<file path="src/rtl/hazard_pkg.sv">
// Shared constants for the pipeline hazard controller: the FSM state
// encoding and the operand forward-select codes.
package hazard_pkg;

  // Controller states; the encoding is also used by older blocks.
  localparam logic [0:0] RUN      = 1'b0;
  localparam logic [0:0] MEM_WAIT = 1'b1;

  // Execute-stage ALU operand source selects.
  localparam logic [1:0] FWD_RF  = 2'b00;
  localparam logic [1:0] FWD_WB  = 2'b01;
  localparam logic [1:0] FWD_MEM = 2'b10;

endpackage

</file>
<file path="src/rtl/forward_unit.sv">
// Combinational operand-forwarding selection for both execute-stage ALU
// operands. The memory stage is younger than writeback, so its result wins.
// Register x0 is hard-wired to zero and is therefore never forwarded.
module forward_unit
  import hazard_pkg::*;
#(
  parameter int REG_AW = 5
) (
  input  logic [REG_AW-1:0] rs1_e,
  input  logic [REG_AW-1:0] rs2_e,
  input  logic [REG_AW-1:0] rd_m,
  input  logic [REG_AW-1:0] rd_w,
  input  logic              reg_write_m,
  input  logic              reg_write_w,
  output logic [1:0]        forward_a_e,
  output logic [1:0]        forward_b_e
);

  localparam logic [REG_AW-1:0] ZERO_REG = {REG_AW{1'b0}};

  function automatic logic [1:0] select_source(
    input logic [REG_AW-1:0] rs,
    input logic [REG_AW-1:0] rd_mem,
    input logic              we_mem,
    input logic [REG_AW-1:0] rd_wb,
    input logic              we_wb
  );
    logic [1:0] sel;
    if (rs == ZERO_REG) begin
      sel = FWD_RF;
    end else if (we_mem && (rd_mem == rs)) begin
      sel = FWD_MEM;
    end else if (we_wb && (rd_wb == rs)) begin
      sel = FWD_WB;
    end else begin
      sel = FWD_RF;
    end
    return sel;
  endfunction

  // Pick the freshest available value for each operand.
  always_comb begin
    forward_a_e = FWD_RF;
    forward_b_e = FWD_RF;
    forward_a_e = select_source(rs1_e, rd_m, reg_write_m, rd_w, reg_write_w);
    forward_b_e = select_source(rs2_e, rd_m, reg_write_m, rd_w, reg_write_w);
  end

endmodule

</file>
<file path="src/rtl/pipeline_hazard_ctrl.sv">
// Hazard and sequencing controller for the five-stage pipeline: stall, flush
// and freeze generation, data-memory wait tracking with a timeout flag, and
// saturating stall/flush cycle counters.
module pipeline_hazard_ctrl
  import hazard_pkg::*;
#(
  parameter int REG_AW      = 5,
  parameter int CNT_W       = 32,
  parameter int MEM_TIMEOUT = 15
) (
  input  logic              clk,
  input  logic              rst,
  input  logic [REG_AW-1:0] rs1_d,
  input  logic [REG_AW-1:0] rs2_d,
  input  logic [REG_AW-1:0] rs1_e,
  input  logic [REG_AW-1:0] rs2_e,
  input  logic [REG_AW-1:0] rd_e,
  input  logic              reg_write_e,
  input  logic              load_e,
  input  logic              pc_src_e,
  input  logic [REG_AW-1:0] rd_m,
  input  logic [REG_AW-1:0] rd_w,
  input  logic              reg_write_m,
  input  logic              reg_write_w,
  input  logic              mem_access_m,
  input  logic              dmem_ready,
  output logic [1:0]        forward_a_e,
  output logic [1:0]        forward_b_e,
  output logic              stall_f,
  output logic              stall_d,
  output logic              freeze_em,
  output logic              flush_d,
  output logic              flush_e,
  output logic              flush_w,
  output logic              mem_err,
  output logic [CNT_W-1:0]  stall_cnt,
  output logic [CNT_W-1:0]  flush_cnt
);

  localparam int WAIT_W = (MEM_TIMEOUT < 1) ? 1 : $clog2(MEM_TIMEOUT + 1);
  localparam logic [WAIT_W-1:0] WAIT_ZERO   = {WAIT_W{1'b0}};
  localparam logic [WAIT_W-1:0] WAIT_ONE    = WAIT_W'(1);
  localparam logic [WAIT_W-1:0] TIMEOUT_CNT = WAIT_W'(MEM_TIMEOUT);
  localparam logic [CNT_W-1:0]  CNT_ZERO    = {CNT_W{1'b0}};
  localparam logic [CNT_W-1:0]  CNT_ONE     = CNT_W'(1);
  localparam logic [CNT_W-1:0]  CNT_MAX     = {CNT_W{1'b1}};
  localparam logic [REG_AW-1:0] ZERO_REG    = {REG_AW{1'b0}};

  logic [0:0]        state_r;
  logic [WAIT_W-1:0] wait_cnt_r;
  logic              mem_err_r;
  logic [CNT_W-1:0]  stall_cnt_r;
  logic [CNT_W-1:0]  flush_cnt_r;
  logic              freeze_s;
  logic              load_use_s;
  logic [1:0]        fwd_a_s;
  logic [1:0]        fwd_b_s;

  // reg_write_e is carried for interface completeness; load_e alone marks
  // the instructions whose result arrives too late for forwarding.
  logic unused_s;
  assign unused_s = reg_write_e;

  forward_unit #(
    .REG_AW (REG_AW)
  ) u_forward_unit (
    .rs1_e       (rs1_e),
    .rs2_e       (rs2_e),
    .rd_m        (rd_m),
    .rd_w        (rd_w),
    .reg_write_m (reg_write_m),
    .reg_write_w (reg_write_w),
    .forward_a_e (fwd_a_s),
    .forward_b_e (fwd_b_s)
  );

  // Freeze while memory is busy, including the RUN cycle that starts the wait.
  always_comb begin
    freeze_s   = 1'b0;
    load_use_s = 1'b0;
    freeze_s   = !dmem_ready && ((state_r == MEM_WAIT) || mem_access_m);
    load_use_s = load_e && (rd_e != ZERO_REG) && ((rd_e == rs1_d) || (rd_e == rs2_d));
  end

  // Per-stage controls, prioritised reset > freeze > taken branch > load-use.
  always_comb begin
    forward_a_e = FWD_RF;
    forward_b_e = FWD_RF;
    stall_f     = 1'b0;
    stall_d     = 1'b0;
    freeze_em   = 1'b0;
    flush_d     = 1'b0;
    flush_e     = 1'b0;
    flush_w     = 1'b0;
    if (rst) begin
      flush_d = 1'b1;
      flush_e = 1'b1;
      flush_w = 1'b1;
    end else begin
      forward_a_e = fwd_a_s;
      forward_b_e = fwd_b_s;
      if (freeze_s) begin
        stall_f   = 1'b1;
        stall_d   = 1'b1;
        freeze_em = 1'b1;
        flush_w   = 1'b1;
      end else if (pc_src_e) begin
        flush_d = 1'b1;
        flush_e = 1'b1;
      end else if (load_use_s) begin
        stall_f = 1'b1;
        stall_d = 1'b1;
        flush_e = 1'b1;
      end else begin
        stall_f = 1'b0;
      end
    end
  end

  // Memory-wait FSM with wait counter and sticky timeout flag.
  always_ff @(posedge clk) begin
    if (rst) begin
      state_r    <= RUN;
      wait_cnt_r <= WAIT_ZERO;
      mem_err_r  <= 1'b0;
    end else begin
      case (state_r)
        RUN: begin
          if (mem_access_m && !dmem_ready) begin
            state_r    <= MEM_WAIT;
            wait_cnt_r <= WAIT_ZERO;
          end
        end
        MEM_WAIT: begin
          if (wait_cnt_r == TIMEOUT_CNT) begin
            mem_err_r <= 1'b1;
          end
          if (dmem_ready) begin
            state_r <= RUN;
          end else if (wait_cnt_r != TIMEOUT_CNT) begin
            wait_cnt_r <= wait_cnt_r + WAIT_ONE;
          end
        end
        default: begin
          state_r    <= RUN;
          wait_cnt_r <= WAIT_ZERO;
        end
      endcase
    end
  end

  // Saturating performance counters for stall and flush cycles.
  always_ff @(posedge clk) begin
    if (rst) begin
      stall_cnt_r <= CNT_ZERO;
      flush_cnt_r <= CNT_ZERO;
    end else begin
      if (stall_f && (stall_cnt_r != CNT_MAX)) begin
        stall_cnt_r <= stall_cnt_r + CNT_ONE;
      end
      if ((flush_d || flush_e) && (flush_cnt_r != CNT_MAX)) begin
        flush_cnt_r <= flush_cnt_r + CNT_ONE;
      end
    end
  end

  assign mem_err   = mem_err_r;
  assign stall_cnt = stall_cnt_r;
  assign flush_cnt = flush_cnt_r;

endmodule

</file>
<file path="config.mk">
export PLATFORM = sky130hd
export DESIGN_NAME = pipeline_hazard_ctrl
export DESIGN_NICKNAME = d
export VERILOG_FILES = /design/src/rtl/hazard_pkg.sv /design/src/rtl/forward_unit.sv /design/src/rtl/pipeline_hazard_ctrl.sv
export SDC_FILE = /design/constraint.sdc
export NUM_CORES = 1
export LEC_CHECK = 0
export BUFFER_PORTS_ARGS = -buffer_cell sky130_fd_sc_hd__buf_2
export CAP_MARGIN = 20
export CORE_UTILIZATION = 54
export CTS_BUF_LIST = sky130_fd_sc_hd__clkbuf_2
export CTS_CLUSTER_SIZE = 40
export DETAILED_ROUTE_END_ITERATION = 6
export PLACE_DENSITY = 0.8
export SETUP_SLACK_MARGIN = 0.15
export SYNTH_ARGS = -nofsm -noshare
export SYNTH_HDL_FRONTEND = slang
export SYNTH_SLANG_ARGS = --single-unit
export TNS_END_PERCENT = 100
</file>
<file path="constraint.sdc">
create_clock -name clk -period 2.7 [get_ports clk]
set_input_delay 0.135 -clock clk [delete_from_list [all_inputs] [get_ports clk]]
set_output_delay 0.135 -clock clk [all_outputs]
set_load 0.02 [all_outputs]
</file>
==> impl_metrics.py <==
metrics = {
    "outcome": {
        "status": "complete, no violations",
    },
    "grt": {
        "grt_pass1_wl_mm": 16.7,
        "grt_max_degree": 77,
        "track_usage": 0.268,
        "overflow": 0,
        "antenna_found_initial": 0,
        "first_global_vias": 3879,
    },
    "route": {
        "drcViolationCount": 0,
        "wirelength_mm": 10.4,
        "avgRoutedWirePerCell_microns": 14.4,
        "routed_via_density": 6.01,
        "drtPass1Iterations": 4,
        "antenna_left": 0,
        "drtIter0Drc": 196,
        "via_count": 4346,
    },
    "logic_synthesis": {
        "synthCells": 497,
        "avgSynthCellArea_sq_um": 8.16,
        "synth-seq-cells": 70,
        "yosysUniqueCellTypes": 56,
        "synthesis.area_sq_um": 4060,
        "synth-edff-count": 0,
        "ys_seq_area_frac": 0.345,
        "synthFlopType": "dfxtp_1",
        "ys_warn_count": 0,
        "synthArstFlopShare": 0,
        "syn_nets": 544,
    },
    "die": {
        "fp.coreArea_sq_um": 7250,
        "die-area_sq_um": 7860,
        "pin_count": 119,
        "initial_core_util": 0.559,
        "dieHeight_microns": 88.7,
        "core.rowCount": 31,
        "die_x_microns": 88.7,
    },
    "worst_hold_path": {
        "hold_path.class": "in2reg",
        "min_delay_path_depth": 3,
        "hold_end": "stall_cnt[1]$_SDFFE_PP0P_",
        "worstHoldStart": "rst",
    },
    "power_and_ir_drop": {
        "total_power_uw": 1880,
        "p_per_area_nw_per_um2": 383,
        "ir_drop_mv": 0.264,
        "power.leakage_uw": 0.00185,
    },
    "worst_setup_path": {
        "end_kind": "register",
        "critPathKind": "reg2reg",
        "crit_fanout": 44,
        "cp.required_ns": 3.15,
        "r2r_end": "stall_cnt[20]$_SDFFE_PP0P_",
        "regToRegSetupSlack_ns": 0.29,
        "regToRegStartpoint": "state_r$_SDFF_PP0_",
        "critPathLaunchType": "register",
        "r2r.worst_path.cells": 8,
        "cp.arrival_ns": 2.86,
    },
    "timing": {
        "timing.hold.ws_ns": 0.334,
        "slew_viol_final": 0,
        "tns_ns": 0,
        "finalHoldViolCount": 0,
        "setup_viol_count_final": 0,
        "fmax_mhz": 415,
        "fin_crit_ns": 2.41,
        "rsz0062_at_grt": "true",
        "period_share": 0.893,
        "clock_skew_ns": 0.0363,
        "tightest_slew_ns": 0.787,
        "slew_headroom": 0.476,
    },
    "clock_network": {
        "root_buffer": "clkbuf_2",
        "cts_buffers": 9,
        "cts_tree": "yes",
        "cts_buffer_depth": 2,
        "path_clk_slew_ns": 0.23,
        "clk_latency_ns": 0.51,
        "h-tree-depth": 3,
        "cts_sinks": 70,
    },
    "layout": {
        "fin_cells": 723,
        "area_growth_pct": 21.3,
        "n_antenna_cell": 0,
        "drive_gt1_frac": 0.264,
        "final_cell_mix": "buf_2, dfxtp_1, a21oi_1",
        "layout_commonest_cell": "buf_2",
        "n_fill_cell": 633,
        "multi_input_area_sq_um": 2500,
        "seq_area_sq_um": 1400,
        "nets": 666,
    },
    "run": {
        "drv_cap": 0,
    },
    "place": {
        "gp_congestion": 0.809,
        "io_buffer_count": 117,
        "dpl.cell_count": 702,
        "hpwl_mm": 7.40,
    },
}
==> layout make-up <==
type,count,area share
flip-flops and latches,70,0.285
clock buffers,9,0.00916
repair buffers,135,0.149
clock inverters,7,0.0132
multi-input cells,389,0.508
well taps,99,0.0252
inverters,14,0.0109
==> stage by stage <==
stage          cell area, sq um   util  setup slack, ns
2_1_floorplan              4060      -            0.376
3_3_place_gp               4740  0.653            0.327
3_5_place_dp               4740  0.653            0.198
4_1_cts                    4910  0.677            0.291
5_1_grt                    4920  0.678            0.133
6_report                   4920  0.678            0.289
==> timing repair <==
action | in CTS | in global routing
endpoints found under the setup margin | 1 | 3
buffers inserted | 0 | 0
pin swaps | 0 | 0
hold buffers | 5 | 0
hold endpoints to repair | 3 | 0
resized for setup | 1 | 1
==> power by group <==
part	switching [uW]	total (uW)	internal [uW]
combinational	136	226	90.2
clock	398	605	207
sequential	7.92	1050	1040
total	542	1880	1340
==> per-layer routing <==
metal,global-route usage,vias up,share of wire
met3,0.0681,2,0.062
met2,0.486,143,0.50
li1,-,2139,-
met4,0.0587,0,0.0030
met5,0,-,0
met1,0.317,2062,0.44
==> registers in the layout (all words and copies together) (netlist names) <==
signal,flops
wait_cnt_r,4
flush_cnt,32
stall_cnt,32
mem_err,1
state_r,1
==> synth_stat cells, drive strengths merged (13+ instances only) <==
cell / n / area, sq um
nand2: 34 / 130
nand4: 25 / 156
buf: 13 / 82.6
nand3: 25 / 125
or4: 32 / 240
xnor2: 22 / 193
o31ai: 31 / 233
or3: 21 / 131
inv: 13 / 48.8
a21oi: 59 / 307
nor2: 24 / 97.6
o21ai: 25 / 125
dfxtp: 70 / 1400
==> kinds of logic after synthesis <==
family,Yosys count,synth area share
mux,6,0.0160
fa+ha+maj,3,0.00925
xor+xnor,32,0.0691
flops,70,0.345
compound gates,131,0.201
simple gates,217,0.316
buf+inv,38,0.0438
==> how the worst max path moves through the flow <==
stage / from / end / slack [ns] / depth (start not counted)
after detailed placement: stall_cnt[11]$_SDFFE_PP0P_ / stall_cnt[1]$_SDFFE_PP0P_ / 0.20 / 6
after floorplan: flush_cnt[2]$_SDFFE_PP0P_ / flush_cnt[25]$_SDFFE_PP0P_ / 0.38 / 9
after global placement: stall_cnt[13]$_SDFFE_PP0P_ / stall_cnt[1]$_SDFFE_PP0P_ / 0.33 / 6
after CTS: flush_cnt[10]$_SDFFE_PP0P_ / flush_cnt[26]$_SDFFE_PP0P_ / 0.29 / 6
after global routing: stall_cnt[11]$_SDFFE_PP0P_ / stall_cnt[6]$_SDFFE_PP0P_ / 0.13 / 6
final: state_r$_SDFF_PP0_ / stall_cnt[20]$_SDFFE_PP0P_ / 0.29 / 8
==> critical path, cell delays in order (launching register included) <==
cell and delay [ns]:
dfxtp_1 0.54, o21bai_4 0.15, a21oi_4 0.21, nand2_2 0.11, clkinv_2 0.07, o21ai_1 0.08, a221o_4 0.52, or4_1 0.56
a21oi_1 0.15
(Power assumes the default switching activity.)
